==> src/rtl/apb_req_arbiter.sv <==
// apb_req_arbiter: shares one APB manager request port among NUM_REQ requesters.
// Round-robin by default; define APB_ARB_FIXED_PRIO_EN for fixed priority (lowest index wins).
module apb_req_arbiter #(
    parameter int NUM_REQ = 2
) (
    input  logic                     PCLK,
    input  logic                     PRESET,
    input  logic [NUM_REQ-1:0]       req,
    input  logic [NUM_REQ-1:0]       req_write,
    input  logic [NUM_REQ-1:0][31:0] req_addr,
    input  logic [NUM_REQ-1:0][31:0] req_wdata,
    output logic [NUM_REQ-1:0]       done,
    output logic [31:0]              rdata_o,
    output logic [NUM_REQ-1:0]       grant,
    output logic                     busy,
    output logic                     transfer,
    output logic                     write,
    output logic [31:0]              addr,
    output logic [31:0]              wdata,
    input  logic [31:0]              rdata,
    input  logic                     ready
);
    localparam int IW = $clog2(NUM_REQ);

    typedef enum logic [2:0] {IDLE, ISSUE, SETUP, ACCESS, DONE} state_t;

    state_t               state_q;
    logic [NUM_REQ-1:0]   grant_q, done_q;
    logic                 busy_q, transfer_q, write_q;
    logic [31:0]          addr_q, wdata_q, rdata_q;
    logic [IW-1:0]        win_d;
`ifndef APB_ARB_FIXED_PRIO_EN
    logic [IW-1:0]        last_q, idx_q, rr_j;
`endif

`ifdef APB_ARB_FIXED_PRIO_EN
    always_comb begin
        win_d = '0;
        for (int k = NUM_REQ - 1; k >= 0; k--)
            if (req[k]) win_d = IW'(k);
    end
`else
    // Scan farthest-first so the nearest requester after last_q is the final write.
    always_comb begin
        win_d = '0;
        rr_j  = '0;
        for (int k = NUM_REQ; k >= 1; k--) begin
            rr_j = IW'((int'(last_q) + k) % NUM_REQ);
            if (req[rr_j]) win_d = rr_j;
        end
    end
`endif

    always_ff @(posedge PCLK) begin
        if (PRESET) begin
            state_q    <= IDLE;
            grant_q    <= '0;
            done_q     <= '0;
            busy_q     <= 1'b0;
            transfer_q <= 1'b0;
            write_q    <= 1'b0;
            addr_q     <= '0;
            wdata_q    <= '0;
            rdata_q    <= '0;
`ifndef APB_ARB_FIXED_PRIO_EN
            last_q     <= IW'(NUM_REQ - 1);
            idx_q      <= '0;
`endif
        end else begin
            transfer_q <= 1'b0;
            done_q     <= '0;
            case (state_q)
                IDLE: if (|req) begin
                    state_q        <= ISSUE;
                    grant_q[win_d] <= 1'b1;
                    busy_q         <= 1'b1;
                    transfer_q     <= 1'b1;
                    write_q        <= req_write[win_d];
                    addr_q         <= req_addr[win_d];
                    wdata_q        <= req_wdata[win_d];
`ifndef APB_ARB_FIXED_PRIO_EN
                    idx_q          <= win_d;
`endif
                end
                ISSUE:  state_q <= SETUP;
                SETUP:  state_q <= ACCESS;
                ACCESS: if (ready) begin
                    state_q <= DONE;
                    rdata_q <= rdata;
                    done_q  <= grant_q;
                end
                DONE: begin
                    state_q <= IDLE;
                    grant_q <= '0;
                    busy_q  <= 1'b0;
                    write_q <= 1'b0;
                    addr_q  <= '0;
                    wdata_q <= '0;
`ifndef APB_ARB_FIXED_PRIO_EN
                    last_q  <= idx_q;
`endif
                end
                default: state_q <= IDLE;
            endcase
        end
    end

    assign done     = done_q;
    assign rdata_o  = rdata_q;
    assign grant    = grant_q;
    assign busy     = busy_q;
    assign transfer = transfer_q;
    assign write    = write_q;
    assign addr     = addr_q;
    assign wdata    = wdata_q;
endmodule

==> config.mk <==
export PLATFORM = sky130hd
export DESIGN_NAME = apb_req_arbiter
export DESIGN_NICKNAME = d
export VERILOG_FILES = /design/src/rtl/apb_req_arbiter.sv
export SDC_FILE = /design/constraint.sdc
export NUM_CORES = 1
export LEC_CHECK = 0
export CORE_UTILIZATION = 25
export CTS_CLUSTER_SIZE = 20
export DETAILED_ROUTE_END_ITERATION = 16
export GPL_ROUTABILITY_DRIVEN = 0
export SETUP_SLACK_MARGIN = 0.3
export SYNTH_ARGS = -nofsm -noshare
export SYNTH_HDL_FRONTEND = slang
export SYNTH_SLANG_ARGS = --single-unit
==> constraint.sdc <==
create_clock -name PCLK -period 1.98 [get_ports PCLK]
set_input_delay 0.297 -clock PCLK [delete_from_list [all_inputs] [get_ports PCLK]]
set_output_delay 0.297 -clock PCLK [all_outputs]
set_load 0.02 [all_outputs]
==> results.sh <==
export IMPL_leakage_nw=3.36
export IMPL_finClkSkew_ns=0.0110
export IMPL_initial_utilization=0.256
export IMPL_finalCriticalPeriod_ns=1.65
export IMPL_synth_seq_area_share=0.486
export IMPL_cts_clk_slew_worst_paths_ns=0.07
export IMPL_post_drt_wl_per_cell_um=15.5
export IMPL_fmax_ghz=0.607
export IMPL_worstSetupStartpointType="register"
export IMPL_powerDensity_nw_per_um2=734
export IMPL_grt_overflow=0
export IMPL_grt_pass1_vias=4207
export IMPL_layout_nets=850
export IMPL_critical_path_arrival_ns=1.93
export IMPL_finalSetupViolations=0
export IMPL_io_pins=270
export IMPL_ys_types=34
export IMPL_slew_headroom=0.746
export IMPL_muxShareOfSynthArea=0.124
export IMPL_grt_pass1_wl_mm=21.4
export IMPL_synth_area_um2=4450
export IMPL_die_w_um=135
export IMPL_grt_setup_unrepaired="true"
export IMPL_grt_start_max_net_pins=39
export IMPL_io_buffers=269
export IMPL_row_count=48
export IMPL_h_tree_depth=3
export IMPL_syn2layout_area_growth_pct=76.9
export IMPL_final_core_util=0.453
export IMPL_ant_nets=0
export IMPL_drt_iter0_drc=101
export IMPL_synth_nets=581
export IMPL_final_seq_area_um2=2170
export IMPL_multi_input_area_um2=2070
export IMPL_cts_sinks=108
export IMPL_synth_simple_area_share=0.0951
export IMPL_worst_slew_pin_slew_ns=0.381
export IMPL_endpoint_kind="register"
export IMPL_dieArea_um2=18300
export IMPL_crit_fanout=31
export IMPL_final_hold_viol_count=0
export IMPL_synth_area_per_cell_um2=10.7
export IMPL_drtPass1Iterations=4
export IMPL_crit_type="register to register"
export IMPL_synth_top_family_by_area="compound AO/OA/AOI/OAI gates"
export IMPL_antenna_found_initial=0
export IMPL_clk_path_buf_depth=2
export IMPL_grt_usage=0.151
export IMPL_synth_compound_area_frac=0.241
export IMPL_num_vias=4113
export IMPL_synth_seq_cells=108
export IMPL_drv_slew=0
export IMPL_core_um2=17400
export IMPL_num_fill_cells=1629
export IMPL_dp_final_hpwl_mm=11.0
export IMPL_wirelength_mm=14.2
export IMPL_crit_required_ns=2.26
export IMPL_clk_latency_ns=0.35
export IMPL_dieHeight_um=135
export IMPL_yosysWarnings=0
export IMPL_hold_class="register to register"
export IMPL_finalNonFillerCells=912
export IMPL_synthAdderAreaFrac=0
export IMPL_fin_tns_setup_ns=0
export IMPL_antennaDiodeCount=0
export IMPL_clock_root_buffer="clkbuf_16"
export IMPL_placedCellCount=897
export IMPL_max_vdd_ir_drop_v=0.000452
export IMPL_viasPerCell=4.51
export IMPL_maxCapViolCount=0
export IMPL_finalCritPeriodShare=0.831
export IMPL_synth_xor_area_frac=0
export IMPL_cts_tree="done"
export IMPL_drive_above_1_share=0.121
export IMPL_synth_cells=414
export IMPL_cts_buffers=9
export IMPL_status="complete, no violations"
export IMPL_drc=0
## cell usage in the layout (no fill, tap or decap), types with 2 or more instances in the layout
cell,count
nor2_1,3
inv_1,13
mux2i_1,55
a21boi_0,2
dfxtp_1,106
dlymetal6s2s_1,19
nor3_1,13
clkbuf_1,2
clkdlybuf4s50_1,249
nor2b_1,2
buf_4,17
clkbuf_16,9
bufinv_16,2
a21oi_1,35
and2_1,2
o2bb2ai_1,16
buf_12,6
a221o_1,10
nand2_1,64
clkinvlp_4,2
o2bb2ai_2,39
## cells in the mapped netlist
library cell / number / area [um^2]
a31oi_1: 1 / 6.26
a2bb2oi_1: 1 / 8.76
o2bb2ai_1: 16 / 140
a311o_1: 1 / 10.0
o2bb2ai_2: 39 / 586
a21oi_1: 36 / 180
buf_6: 6 / 67.6
nand4b_1: 1 / 8.76
o41ai_1: 1 / 8.76
nor3_1: 13 / 65.1
and3_1: 1 / 6.26
a221o_1: 10 / 100
buf_4: 2 / 15.0
buf_1: 3 / 11.3
and4b_1: 1 / 10.0
and2_1: 2 / 12.5
nor3b_2: 1 / 12.5
o21a_1: 1 / 7.51
mux2i_1: 55 / 551
nor2b_1: 2 / 12.5
nor4_1: 1 / 6.26
nor2_1: 3 / 11.3
nand3b_1: 1 / 7.51
dfxtp_1: 108 / 2160
inv_1: 13 / 48.8
nand2b_1: 1 / 6.26
or4_4: 1 / 11.3
nand2_1: 64 / 240
a21bo_2: 1 / 10.0
or2_1: 1 / 6.26
clkbuf_1: 17 / 63.8
a21boi_0: 2 / 15.0
buf_2: 7 / 35.0
or3_1: 1 / 6.26
## path summary, 6_finish.rpt
check | from | to | slack, ns | cells past startpoint
worst max-delay path | state_q[2] | wdata[21] | 0.33 | 4
worst min-delay path | rdata_o[10] | rdata_o[10] | 0.46 | 2
worst max register to register | state_q[2] | wdata[21] | 0.33 | 4
worst min register to register | rdata_o[10] | rdata_o[10] | 0.46 | 2
## stage by stage
step	setup slack (ns)	cell area [um^2]	power, mW	hold WS (ns)
floorplan	0.355	4450	3.13	0.384
detailed placement	0.0172	7510	3.97	0.447
global route	0.286	7870	6.07	0.481
CTS	0.300	7810	5.89	0.463
global placement	0.0694	7510	3.94	0.443
finish	0.334	7870	5.77	0.459
## sequential cells by signal (all words and copies together) (netlist names), 2 cells and up
register	count
addr	32
done	2
grant	2
rdata_o	32
state_q	3
wdata	32
## cell type report
class                      instances  area share
sequential                       108       0.275
inverter                          13     0.00620
clock buffer                      11      0.0296
multi-input combinational        258       0.263
clock inverter                     4     0.00954
tap                              225      0.0358
timing repair buffer             293       0.381
## per-layer routing
layer	part of all wire	global-route usage	up-vias
met5	0	0	-
met4	0.0091	0.0400	0
met3	0.084	0.0569	10
met2	0.52	0.278	157
met1	0.39	0.159	1921
li1	-	-	2025
## where the power goes
part / switching (mW) / internal, mW / leakage (nW)
registers: 0.114 / 2.34 / 0.884
logic: 0.637 / 0.800 / 2.34
clock network: 0.779 / 1.10 / 0.142
total: 1.53 / 4.24 / 3.36
## cells by family after synthesis
| family | count (synthesis) |
|---|---|
| mux | 55 |
| buf+inv | 48 |
| compound gates | 109 |
| simple gates | 94 |
| flops | 108 |
## worst max-delay path, cell delays in order (launching register included)
cell and delay (ns):
dfxtp_4 0.38, or4_4 0.57, or2_4 0.28, buf_12 0.18, o2bb2ai_1 0.15
## timing repair
item                                    CTS  global route
hold buffers                              0             0
endpoints found under the setup margin   54            72
cloned                                    0             0
buffers inserted                          0             0
resized for setup                         2            22
(Power assumes the default switching activity.)
